[src/rtl/sipo_byte_collector.sv]
// Serial-in, parallel-out word assembler with a one-entry valid/ready output
// buffer and a sticky overrun flag for words that arrive while the buffer is
// still full.
//
// state | meaning
// EMPTY | output buffer holds no word, byte_valid low
// FULL  | output buffer holds a word, byte_valid high, byte_out stable
module sipo_byte_collector #(
  parameter int DATA_W    = 8,
  parameter bit MSB_FIRST = 1'b1
) (
  input  logic                      clk,
  input  logic                      rst,
  input  logic                      bit_in,
  input  logic                      bit_valid,
  input  logic                      sync,
  input  logic                      byte_ready,
  input  logic                      clr_ovr,
  output logic [DATA_W-1:0]         byte_out,
  output logic                      byte_valid,
  output logic [$clog2(DATA_W)-1:0] bit_count,
  output logic                      overrun
);

  localparam int            CW       = $clog2(DATA_W);
  localparam logic [CW-1:0] CNT_LAST = CW'(DATA_W - 1);

  typedef enum logic {
    EMPTY = 1'b0,
    FULL  = 1'b1
  } state_e;

  state_e            state_q, state_d;
  logic [DATA_W-1:0] shift_q, shift_d;
  logic [DATA_W-1:0] out_q, out_d;
  logic [CW-1:0]     cnt_q, cnt_d;
  logic              ovr_q, ovr_d;

  logic [DATA_W-1:0] base;
  logic [CW-1:0]     cnt_base;
  logic [DATA_W-1:0] word;
  logic              complete;

  // Collection path: sync restarts alignment before the current bit is taken,
  // so a bit arriving with sync becomes the first bit of a fresh word.
  always_comb begin
    base     = sync ? '0 : shift_q;
    cnt_base = sync ? '0 : cnt_q;
    if (MSB_FIRST) begin
      word = {base[DATA_W-2:0], bit_in};
    end else begin
      word = {bit_in, base[DATA_W-1:1]};
    end
    complete = bit_valid && (cnt_base == CNT_LAST);
    shift_d  = base;
    cnt_d    = cnt_base;
    if (bit_valid) begin
      if (complete) begin
        shift_d = '0;
        cnt_d   = '0;
      end else begin
        shift_d = word;
        cnt_d   = cnt_base + CW'(1);
      end
    end
  end

  // Output buffer next state; an overrun set overrides a same-cycle clear.
  always_comb begin
    state_d = state_q;
    out_d   = out_q;
    ovr_d   = ovr_q;
    if (clr_ovr) begin
      ovr_d = 1'b0;
    end
    case (state_q)
      EMPTY: begin
        if (complete) begin
          out_d   = word;
          state_d = FULL;
        end
      end
      FULL: begin
        if (complete) begin
          if (byte_ready) begin
            out_d = word;
          end else begin
            ovr_d = 1'b1;
          end
        end else if (byte_ready) begin
          state_d = EMPTY;
        end
      end
      default: state_d = EMPTY;
    endcase
  end

  // State registers with asynchronous reset.
  always_ff @(posedge clk or posedge rst) begin
    if (rst) begin
      state_q <= EMPTY;
      shift_q <= '0;
      cnt_q   <= '0;
      out_q   <= '0;
      ovr_q   <= 1'b0;
    end else begin
      state_q <= state_d;
      shift_q <= shift_d;
      cnt_q   <= cnt_d;
      out_q   <= out_d;
      ovr_q   <= ovr_d;
    end
  end

  assign byte_out   = out_q;
  assign byte_valid = (state_q == FULL);
  assign bit_count  = cnt_q;
  assign overrun    = ovr_q;

endmodule

[config.mk]
export PLATFORM = sky130hd
export DESIGN_NAME = sipo_byte_collector
export DESIGN_NICKNAME = d
export VERILOG_FILES = /design/src/rtl/sipo_byte_collector.sv
export SDC_FILE = /design/constraint.sdc
export NUM_CORES = 1
export LEC_CHECK = 0
export CORE_AREA = 2 2 65 42
export DETAILED_ROUTE_END_ITERATION = 7
export DIE_AREA = 0 0 67 44
export GPL_TIMING_DRIVEN = 0
export HOLD_SLACK_MARGIN = 0.06
export PLACE_DENSITY = 0.66
export SLEW_MARGIN = 20
export SYNTH_ARGS = -nofsm -noshare
export SYNTH_HDL_FRONTEND = slang
export SYNTH_SLANG_ARGS = --single-unit
[constraint.sdc]
create_clock -name clk -period 3.6 [get_ports clk]
set_input_delay 1.08 -clock clk [delete_from_list [all_inputs] [get_ports clk]]
set_output_delay 1.08 -clock clk [all_outputs]
set_load 0.03 [all_outputs]
---- Word-level counts from Yosys, hierarchy flattened ----
Cells that the tools add are included.
word-level totals
  flip-flop bits (word level) ............. 20
  output and inout bits ................... 13
  logic and storage cells ................. 31
  input port bits ......................... 7
cells by class
  reductions and logical operators ........ 2
  $add $sub $neg .......................... 1
  equal/unequal tests ..................... 4
  mux-type cells .......................... 18
  bitwise gates (word level) .............. 1
operators with widths
  kind                   count
  $mux W8                3
  $mux W7                3
  $pmux W8 S2            1
  $mux W3                3
  $mux W1                7
  $ne A2 B2 Y1 const B   2
  $add A3 B1 Y3 const B  1
  $eq A3 B3 Y1 const B   1
  $reduce_and A3 Y1      1
  $ne A2 B1 Y1 const B   1
  $pmux W1 S2            1
  $logic_and A1 B1 Y1    1
  $not A1 Y1             1

---- Logic depth before layout (Yosys ltp) ----
  depth in word-level cells ............... 5
  depth in mapped cells ................... 8

---- Least setup slack after synthesis ----
No wires, ideal clock.
  kind .................................... input-to-reg
  from .................................... input port sync
  to ...................................... register out_q[0] (netlist: byte_out[0])
  path slack .............................. 1124 ps
  stages on the path ...................... 8
  data arrival time ....................... 2351 ps
  library setup time ...................... 125 ps
  required time ........................... 3475 ps
  cell sequence ........................... buf_4 > nor2b_1 > ha_1 > ha_1 > nand2_2 > nor2b_4 > buf_6 > mux2_4
on the way
  word-level cells in the longest chain between the ends .. 5
  elaborated cells between the ends (all ways) .. 6
  those cells by class .................... eq/ne (3); mux (1); reduce/logical (2)
ends and longest elaborated chain
  element                                                        RTL line  source
  start: declaration                                             16        input logic sync,
  $mux W3 (*)                                                    48        cnt_base = sync ? '0 : cnt_q;
  $eq A3 B3 Y1 (*)                                               54        complete = bit_valid && (cnt_base == CNT_LAST);
  $logic_and A1 B1 Y1 (*)                                        54
  $ne A2 B2 Y1 (no source line) or $ne A2 B1 Y1 (tied branches)  -
  $reduce_and A3 Y1 (no source line) (*)                         -
  end signal: assignment                                         110       out_q <= out_d;
  end: declaration                                               35        logic [DATA_W-1:0] out_q, out_d;
Every way passes the cells marked *; elsewhere a longest branch is shown, timed or not.
A chain may end at the register's enable or synchronous reset.

---- Final worst setup path ----
  from .................................... input port sync
  to ...................................... register out_q[7] (netlist: byte_out[7])
on the way
  word-level cells in the longest chain between the ends .. 5
  elaborated cells between the ends (all ways) .. 11
  those cells by class .................... eq/ne (3); mux (6); reduce/logical (2)
ends and longest elaborated chain
  element                                                        RTL line
  $mux W3                                                        48
  $eq A3 B3 Y1                                                   54
  $logic_and A1 B1 Y1                                            54
  $ne A2 B2 Y1 (no source line) or $ne A2 B1 Y1 (tied branches)  -
  $reduce_and A3 Y1 (no source line)                             -
Several ways; a longest one is shown, not always the timed one. The select of a mux whose other input is x is not followed.

==> run metrics <==
top_reg_cell synth dfrtp_1; Area Overhead vs Synth 31.8%; postcts setup bufs 0; RSZ-0062 raised after global routing no; Hold Violations, Final 0; height of the die 44 um; final wirelength 1.57 mm; clk_skew 1.04 ps; number of global-route vias before repair 582; grt ovf 0; pwr/cell area 381 nW/um^2; net count after synthesis 79; crit path kind primary input to flop; Hold WC Path Type flop to flop; Die W 67 um; Placed Cells 121; drt pass-1 iters 4; number of nets with antenna violations after routing 0; Avg Cell Area, Syn 12.8 sq um; commonest cells in the netlist 20 x dfrtp_1, 8 x nor2b_1, 7 x mux2_4; leading area contributor after synthesis dfrtp_1; antenna diode instance count 0; CTS tree yes; initial antenna violation count 0; min cycle time layout 2920 ps; Post-Syn Instances 70; Slew Viols, Final 0; Post-synth EDFFs 0; vias per cell 4.60; Iter 0 DRT Violations 14; asr flop ratio synth 1.00; Layout Cells excl Fill 125; Resized cells post-CTS 0; DR WL/cell 12.6 um; worst-path fanout max 10; fraction of layout cells with a size suffix above 1 0.183; Maximum Capacitance Violations 0; DP HPWL 1.14 mm; # IOs 20; Peak VDD IR 0.184 mV; Synth cell types 22; Root Buffer clkbuf_8; routability-driven placement congestion ratio 0.756; Clock Latency Late Sink 250 ps; Netlist Area Pre-Place 897 sq um; Core Box Area 2380 sq um; setup_tns 0 ps; post-synthesis sequential element count 20; fin worst setup slack 678 ps; first-pass GRT wire length 2.72 mm; Max-slew headroom 0.513; most frequent cell after synthesis dfrtp_1; GRT Util Overall 0.129; largest net degree at the start of global routing 21; Tcrit/Tclk final 0.812; clk slew on worst S/H paths 70 ps; cts hold-fix bufs 0; routed vias 575; ranking of synthesized cells by area dfrtp_1 56%, mux2_4 12%, nor2b_1 5.6%, a22oi_1 5.0%, ha_1 2.8%; WP data required 3740 ps; Seq/Total Area, Yosys 0.558; Lkg Pwr 0.555 nW; critical path arrival 3070 ps; initial core utilization 0.377; CTS Buf Count 3; die area 2950 sq um; layout net count 103; post-route DRC violation count 0; Worst setup SP type primary input; CTS sink cnt 20; Ys Warns 0; run status finished clean; FP Rows 14; Max Freq 342 MHz; top-area cell type share of the netlist area 0.558; post-layout total power 0.450 mW; endpoints failing setup 0; H-tree levels 1; Worst Max-Slew Pin Slew 729 ps; IO Port Bufs 19; pre-CTS worst setup slack 378 ps; Setup crit end kind flop; CTS max path bufs 2
registers in the layout (all words and copies together), names as in the netlist:
name,cells
byte_valid,1
bit_count,3
shift_q,7
byte_out,8
overrun,1
critical path, stage by stage:
cell and delay (ps):
clkdlybuf4s50_1 510, buf_4 220, nor2b_1 200, ha_1 200
ha_1 180, nand2_2 90, nor2b_4 120, buf_6 160
mux2_4 310
kinds of logic after synthesis:
kind of cell / share of synthesized area
muxes: 0.128
xor gates and xnor gates: 0.00976
buffers and inverters: 0.0432
adders and majority gates: 0.0279
DFF: 0.558
and+or+nand+nor: 0.151
AOI/OAI and AO/OA: 0.0823
power breakdown:
| part | internal (mW) | leakage, nW | switching (mW) |
|---|---|---|---|
| registers | 0.230 | 0.269 | 0.00330 |
| clock network | 0.0973 | 0.0288 | 0.0726 |
| logic | 0.0212 | 0.257 | 0.0255 |
per-stage QoR:
step                      hold WS (ps)  area [sq um]  utilization
after detailed placement           495          1130        0.473
after CTS                          519          1180        0.496
after global placement             497          1130        0.473
after global routing               529          1180        0.496
after floorplan                    489           897            -
final                              512          1180        0.496
final cells by class:
| cell class | instances | area [sq um] |
|---|---|---|
| fill | 235 | 1200 |
| inverter | 4 | 15.0 |
| buffer | 3 | 23.8 |
| clock buffer | 4 | 55.1 |
| tap | 32 | 40.0 |
| multi-input combinational | 43 | 358 |
| sequential | 20 | 500 |
| timing repair buffer | 19 | 190 |
final timing paths:
check                                         from  cells past startpoint  slack (ps)                      end
min                        byte_out[5]$_DFFE_PP0P_                      1         510  byte_out[5]$_DFFE_PP0P_
min reg2reg                byte_out[5]$_DFFE_PP0P_                      1         510  byte_out[5]$_DFFE_PP0P_
min in group asynchronous                      rst                      2        1250  byte_out[3]$_DFFE_PP0P_
max reg2reg                 bit_count[0]$_DFF_PP0_                      7        1870  byte_out[7]$_DFFE_PP0P_
max                                           sync                      9         680  byte_out[7]$_DFFE_PP0P_
max in group asynchronous                      rst                      2        1890   bit_count[2]$_DFF_PP0_
routing by layer:
metal,track usage,vias to the layer above,routed length (um)
li1,-,279,-
met2,0.200,15,681
met5,0,-,0
met3,0.0545,0,95
met1,0.167,281,797
met4,0.0367,0,0
placed cells by master, fill, tap and decap left out:
cell type,instances
dfrtp_1,20
clkdlybuf4s50_1,19
nor2b_1,8
mux2_4,7
a22oi_1,6
nor2_1,6
clkbuf_8,4
inv_1,3
nand2_1,2
a22o_1,2
and2b_1,2
ha_1,2
buf_4,1
clkinv_1,1
buf_2,1
nand2b_1,1
o21ai_0,1
xnor2_1,1
nand2b_4,1
nand2_2,1
o22ai_1,1
nor2b_4,1
buf_6,1
mux2i_1,1
(Power assumes the default switching activity.)
==> variant 1 (same flow settings) <==
Set the parameter `DATA_W` to 4 (it was 8).
--- a/src/rtl/sipo_byte_collector.sv
+++ b/src/rtl/sipo_byte_collector.sv
@@ -8,3 +8,3 @@
 module sipo_byte_collector #(
-  parameter int DATA_W    = 8,
+  parameter int DATA_W    = 4,
   parameter bit MSB_FIRST = 1'b1
Ports: changed (resized bit_count and byte_out); port bits go from 20 to 15. The function was not compared with the original's and may differ.
==> variant 1 against the original RTL <==
Final area decreased by 39%. Non-clock buffer count decreased by 8. Total power decreased by 26%. Hold slack got worse by 9.8 ps. First-iteration DRC count decreased by 64%. Sequential cell count decreased by 9. Synthesized cell count decreased by 43%. Maximum frequency increased by 8.7%. Register-to-register slack improved by 130 ps. Core utilization decreased by 20 points. Routed wire length decreased by 42%. Sequential power decreased by 40%. Area after synthesis decreased by 44%. Setup slack improved by 230 ps. Critical endpoint is now byte_out[0]. Largest power group unchanged.
==> variant 1: results <==
group,metric,value,unit
clocking,clock_tree.root_cell,"clkbuf_8",
setup_path,cp_max_fo,7,
synthesis,synth_fp_nets,48,
sta,tightest_slew,415,ps
setup_path,max_stage_delay,550,ps
detailed_routing,vias,335,
detailed_routing,routedWlPerCell,10.3,um
min_path,hold_class,"reg2reg",
pwr,clkPwrFrac,36.2,%
placement,dpl_worst_slack,687,ps
clocking,postCtsHoldBufs,0,
pwr,switching_power,0.0863,mW
clocking,ctsLongestPathBuffers,2,
synthesis,ys.flop_type,"dfrtp_1",
synthesis,synth_cell_types,14,
sta,skew,1.72,ps
layout,nets,66,
placement,dp_hpwl,692,um
placement,place_congestion,0.677,
layout,insertedDiodeCount,0,
clocking,clk_pin_slew_worst_paths,50,ps
synthesis,synthTopCellsByCount,"dfrtp_1, nor2b_1, mux2_2",
global_routing,grt_pass1_wl,1460,um
synthesis,yosys-top-cells-area,"dfrtp_1, mux2_2, nor2b_1",
layout,fin_cells,89,
clocking,cts_buffers,3,
setup_path,arrival,2810,ps
clocking,post_cts_resize_count,0,
synthesis,yosys_warnings,0,
detailed_routing,drt_first_pass_iters,3,
setup_path,cp_slowest_cell,"clkdlybuf4s50_1",
synthesis,async_flop_share,100,%
synthesis,synth_cells,40,
global_routing,track_usage,7.33,%
pwr,ir_worst_vdd,106,uV
layout,largest_reg_flops,4,
pwr,p_leak,0.327,nW
pwr,powerSeq,0.141,mW
global_routing,grt_max_degree,12,
placement,dp.cells,85,
clocking,clkLatencyLatePin,240,ps
layout,drive_above_1_share,21.1,%
global_routing,grt_pass1_vias,332,
layout,n_fill_cell,268,
detailed_routing,drt-initial-drc-count,5,
placement,placement.io_buffers,13,
setup_path,critPathTopFamily,"buffers and inverters",
global_routing,grt_antenna_before_repair,0,
pwr,p_comb_share,21.7,%
placement,placed_area,672,um^2
synthesis,yosysSeqAreaShare,54.9,%
clocking,htree_num_levels,1,
outcome,outcome,"complete, no violations",
-- variant 1: changes by cell type after synthesis, sizes merged, moves of 2 or more --
| cell | before | now |
|---|---|---|
| a21oi | 0 | 2 |
| buf | 3 | 1 |
| a22oi | 6 | 0 |
| nand3b | 0 | 2 |
| a22o | 2 | 0 |
| dfrtp | 20 | 11 |
| nor2 | 6 | 0 |
| and2b | 2 | 0 |
-- variant 1: cell type report --
| class | instances | area [um^2] | area share (%) |
|---|---|---|---|
| sequential | 11 | 275 | 38.4 |
| multi-input combinational | 26 | 211 | 29.5 |
| timing repair buffer | 13 | 130 | 18.2 |
| clock buffer | 4 | 45.0 | 6.28 |
| tap | 32 | 40.0 | 5.58 |
| buffer | 1 | 7.51 | 1.05 |
| inverter | 2 | 7.51 | 1.05 |
-- variant 1: worst paths after layout --
kind / start / end / slack (ps) / cells after the start
worst max-delay path: sync / byte_out[0] / 910 / 6
worst min-delay path: byte_out[0] / byte_out[0] / 500 / 1
worst max register to register: bit_count[0] / byte_out[0] / 2000 / 5
worst min register to register: byte_out[0] / byte_out[0] / 500 / 1
max in group asynchronous: rst / byte_out[0] / 2170 / 2
min in group asynchronous: rst / byte_out[3] / 1140 / 2
-- variant 1: logic make-up after synthesis --
family,Yosys count,synth area share (%)
xor gates and xnor gates,1,1.75
muxes,6,13.5
buffers and inverters,3,2.99
DFF,11,54.9
adders and majority gates,1,2.49
and+or+nand+nor,15,21.2
AOI/OAI and AO/OA,3,3.24
-- variant 1: layer usage --
| layer | share of wire [%] | GRT usage (%) |
|---|---|---|
| met2 | 44 | 9.50 |
| met4 | 2.1 | 6.12 |
| met3 | 7.3 | 3.90 |
| met1 | 47 | 8.83 |
| met5 | 0 | 0 |
==> variant 2 (same flow settings) <==
Without the edit above. Reset style: synchronous (`rst`), changed in one clocked block. Comments in the files are not updated.
--- a/src/rtl/sipo_byte_collector.sv
+++ b/src/rtl/sipo_byte_collector.sv
@@ -98,3 +98,3 @@
   // State registers with asynchronous reset.
-  always_ff @(posedge clk or posedge rst) begin
+  always_ff @(posedge clk) begin
     if (rst) begin
Formal check against the unedited RTL: differs if rst is asserted again (counterexample within 4 cycles, from zero or initial values and one cycle with rst high); with rst held inactive, the same outputs for 10 cycles.
==> variant 2 against the original RTL <==
Setup slack gained 39 ps. Routed wire length grew 12%. Area after synthesis shrank 10%. Register-to-register slack lost 80 ps. Sequential power shrank 4%. Total power grew 6.0%. Sequential cell count is the same. Critical path depth is the same. Maximum frequency grew 1.3%. Final area shrank 6.2%.
==> variant 2: results <==
group,metric,value,unit
detailed_routing,routedWlPerCell,12.3,um
synthesis,ys.flop_type,"dfxtp_1",
setup_path,critPathTopFamily,"buffers and inverters",
placement,placement.io_buffers,19,
clocking,ctsLongestPathBuffers,2,
global_routing,track_usage,13.6,%
global_routing,grt_max_degree,13,
setup_path,arrival,3080,ps
detailed_routing,met3_length,119,um
clocking,cts_buffers,3,
setup_path,max_stage_delay,490,ps
synthesis,yosysSeqAreaShare,49.6,%
clocking,clkLatencyLatePin,260,ps
layout,nets,122,
pwr,ir_worst_vdd,261,uV
layout,largest_reg_flops,8,
clocking,post_cts_resize_count,0,
outcome,outcome,"complete, no violations",
synthesis,yosys_warnings,0,
detailed_routing,drt_first_pass_iters,4,
placement,place_congestion,0.710,
sta,relSlewSlack,69.5,%
detailed_routing,via_per_inst,4.78,
clocking,clock_tree.root_cell,"clkbuf_8",
sta,slew_violations,0,
synthesis,async_flop_share,0,%
pwr,p_leak,0.385,nW
placement,dp_hpwl,1310,um
setup_path,cp_slowest_cell,"clkdlybuf4s50_1",
synthesis,synth_fp_nets,98,
detailed_routing,top_layer,"met3",
placement,placed_area,1040,um^2
global_routing,grt_antenna_before_repair,0,
synthesis,postSynthAreaPerCell,9.07,um^2
clocking,htree_num_levels,1,
detailed_routing,routed-wl-met2,675,um
setup_path,cp_max_fo,10,
detailed_routing,wl_met1,976,um
detailed_routing,drt-initial-drc-count,40,
global_routing,grtUsageMet1,19.2,%
clocking,clk_pin_slew_worst_paths,80,ps
synthesis,synth_edf_count,0,
min_path,hold_class,"reg2reg",
synthesis,yosys-top-cells-area,"dfxtp_1, a22oi_1, nand4b_1",
clocking,post-cts-setup-buffers,0,
global_routing,grt_pass1_wl,2990,um
layout,drive_above_1_share,6.25,%
sta,skew,7.46,ps
synthesis,synthTopCellsByCount,"dfxtp_1, nor2_1, a21oi_1",
global_routing,grt_pass1_vias,639,
layout,insertedDiodeCount,0,
synthesis,synth_cell_types,20,
global_routing,met2_usage,20.2,%
global_routing,grtUsageMet3,4.94,%
variant 2: changes by cell type after synthesis, moves of 5 or more:
cell      before  now
a21oi_1        0   10
clkbuf_1       0    6
dfrtp_1       20    0
dfxtp_1        0   20
mux2_4         7    0
nand4b_1       0    6
nor2_1         6   11
o21ai_0        1    8
variant 2: path summary, 6_finish.rpt:
check                           slack (ps)  cells past startpoint          from           end
worst max register to register        1790                      6  bit_count[0]   byte_out[1]
worst max-delay path                   720                      9          sync  bit_count[1]
worst min register to register         480                      2   byte_out[6]   byte_out[6]
worst min-delay path                   480                      2   byte_out[6]   byte_out[6]
variant 2: power by group:
group / internal, mW / switching [mW]
Combinational: 0.0136 / 0.0153
Clock: 0.148 / 0.0759
Sequential: 0.223 / 0.000936
Total: 0.385 / 0.0922
variant 2: cell families after synthesis:
| family | Yosys count | share of synthesized area [%] |
|---|---|---|
| XOR/XNOR | 1 | 1.09 |
| AO/OA/AOI/OAI | 27 | 19.8 |
| adder cells (fa/ha/maj) | 2 | 3.10 |
| buffers and inverters | 9 | 4.34 |
| flip-flops | 20 | 49.6 |
| AND/OR/NAND/NOR | 30 | 22.0 |
variant 2: layout make-up:
cell class	count	area (um^2)
Clock inverter	1	30.0
Timing Repair Buffer	19	190
Tap cell	32	40.0
Fill cell	249	1270
Multi-Input combinational cell	60	372
Inverter	2	7.51
Sequential cell	20	400
Buffer	7	27.5
Clock buffer	3	41.3
variant 2: metrics by stage:
step                      instances  worst slack (ps)  total power [mW]
after detailed placement        140               435             0.258
final                           144               716             0.477
after global routing            144               464             0.496
after CTS                       144               704             0.481
after floorplan                  89              1120             0.244
after global placement          140               494             0.258
variant 2: worst reg2reg max path: cells and delay by family (launching register included):
family	cells	cell delay, ps
adders and majority gates	2	440
DFF	1	330
AOI/OAI and AO/OA	1	130
and+or+nand+nor	3	840
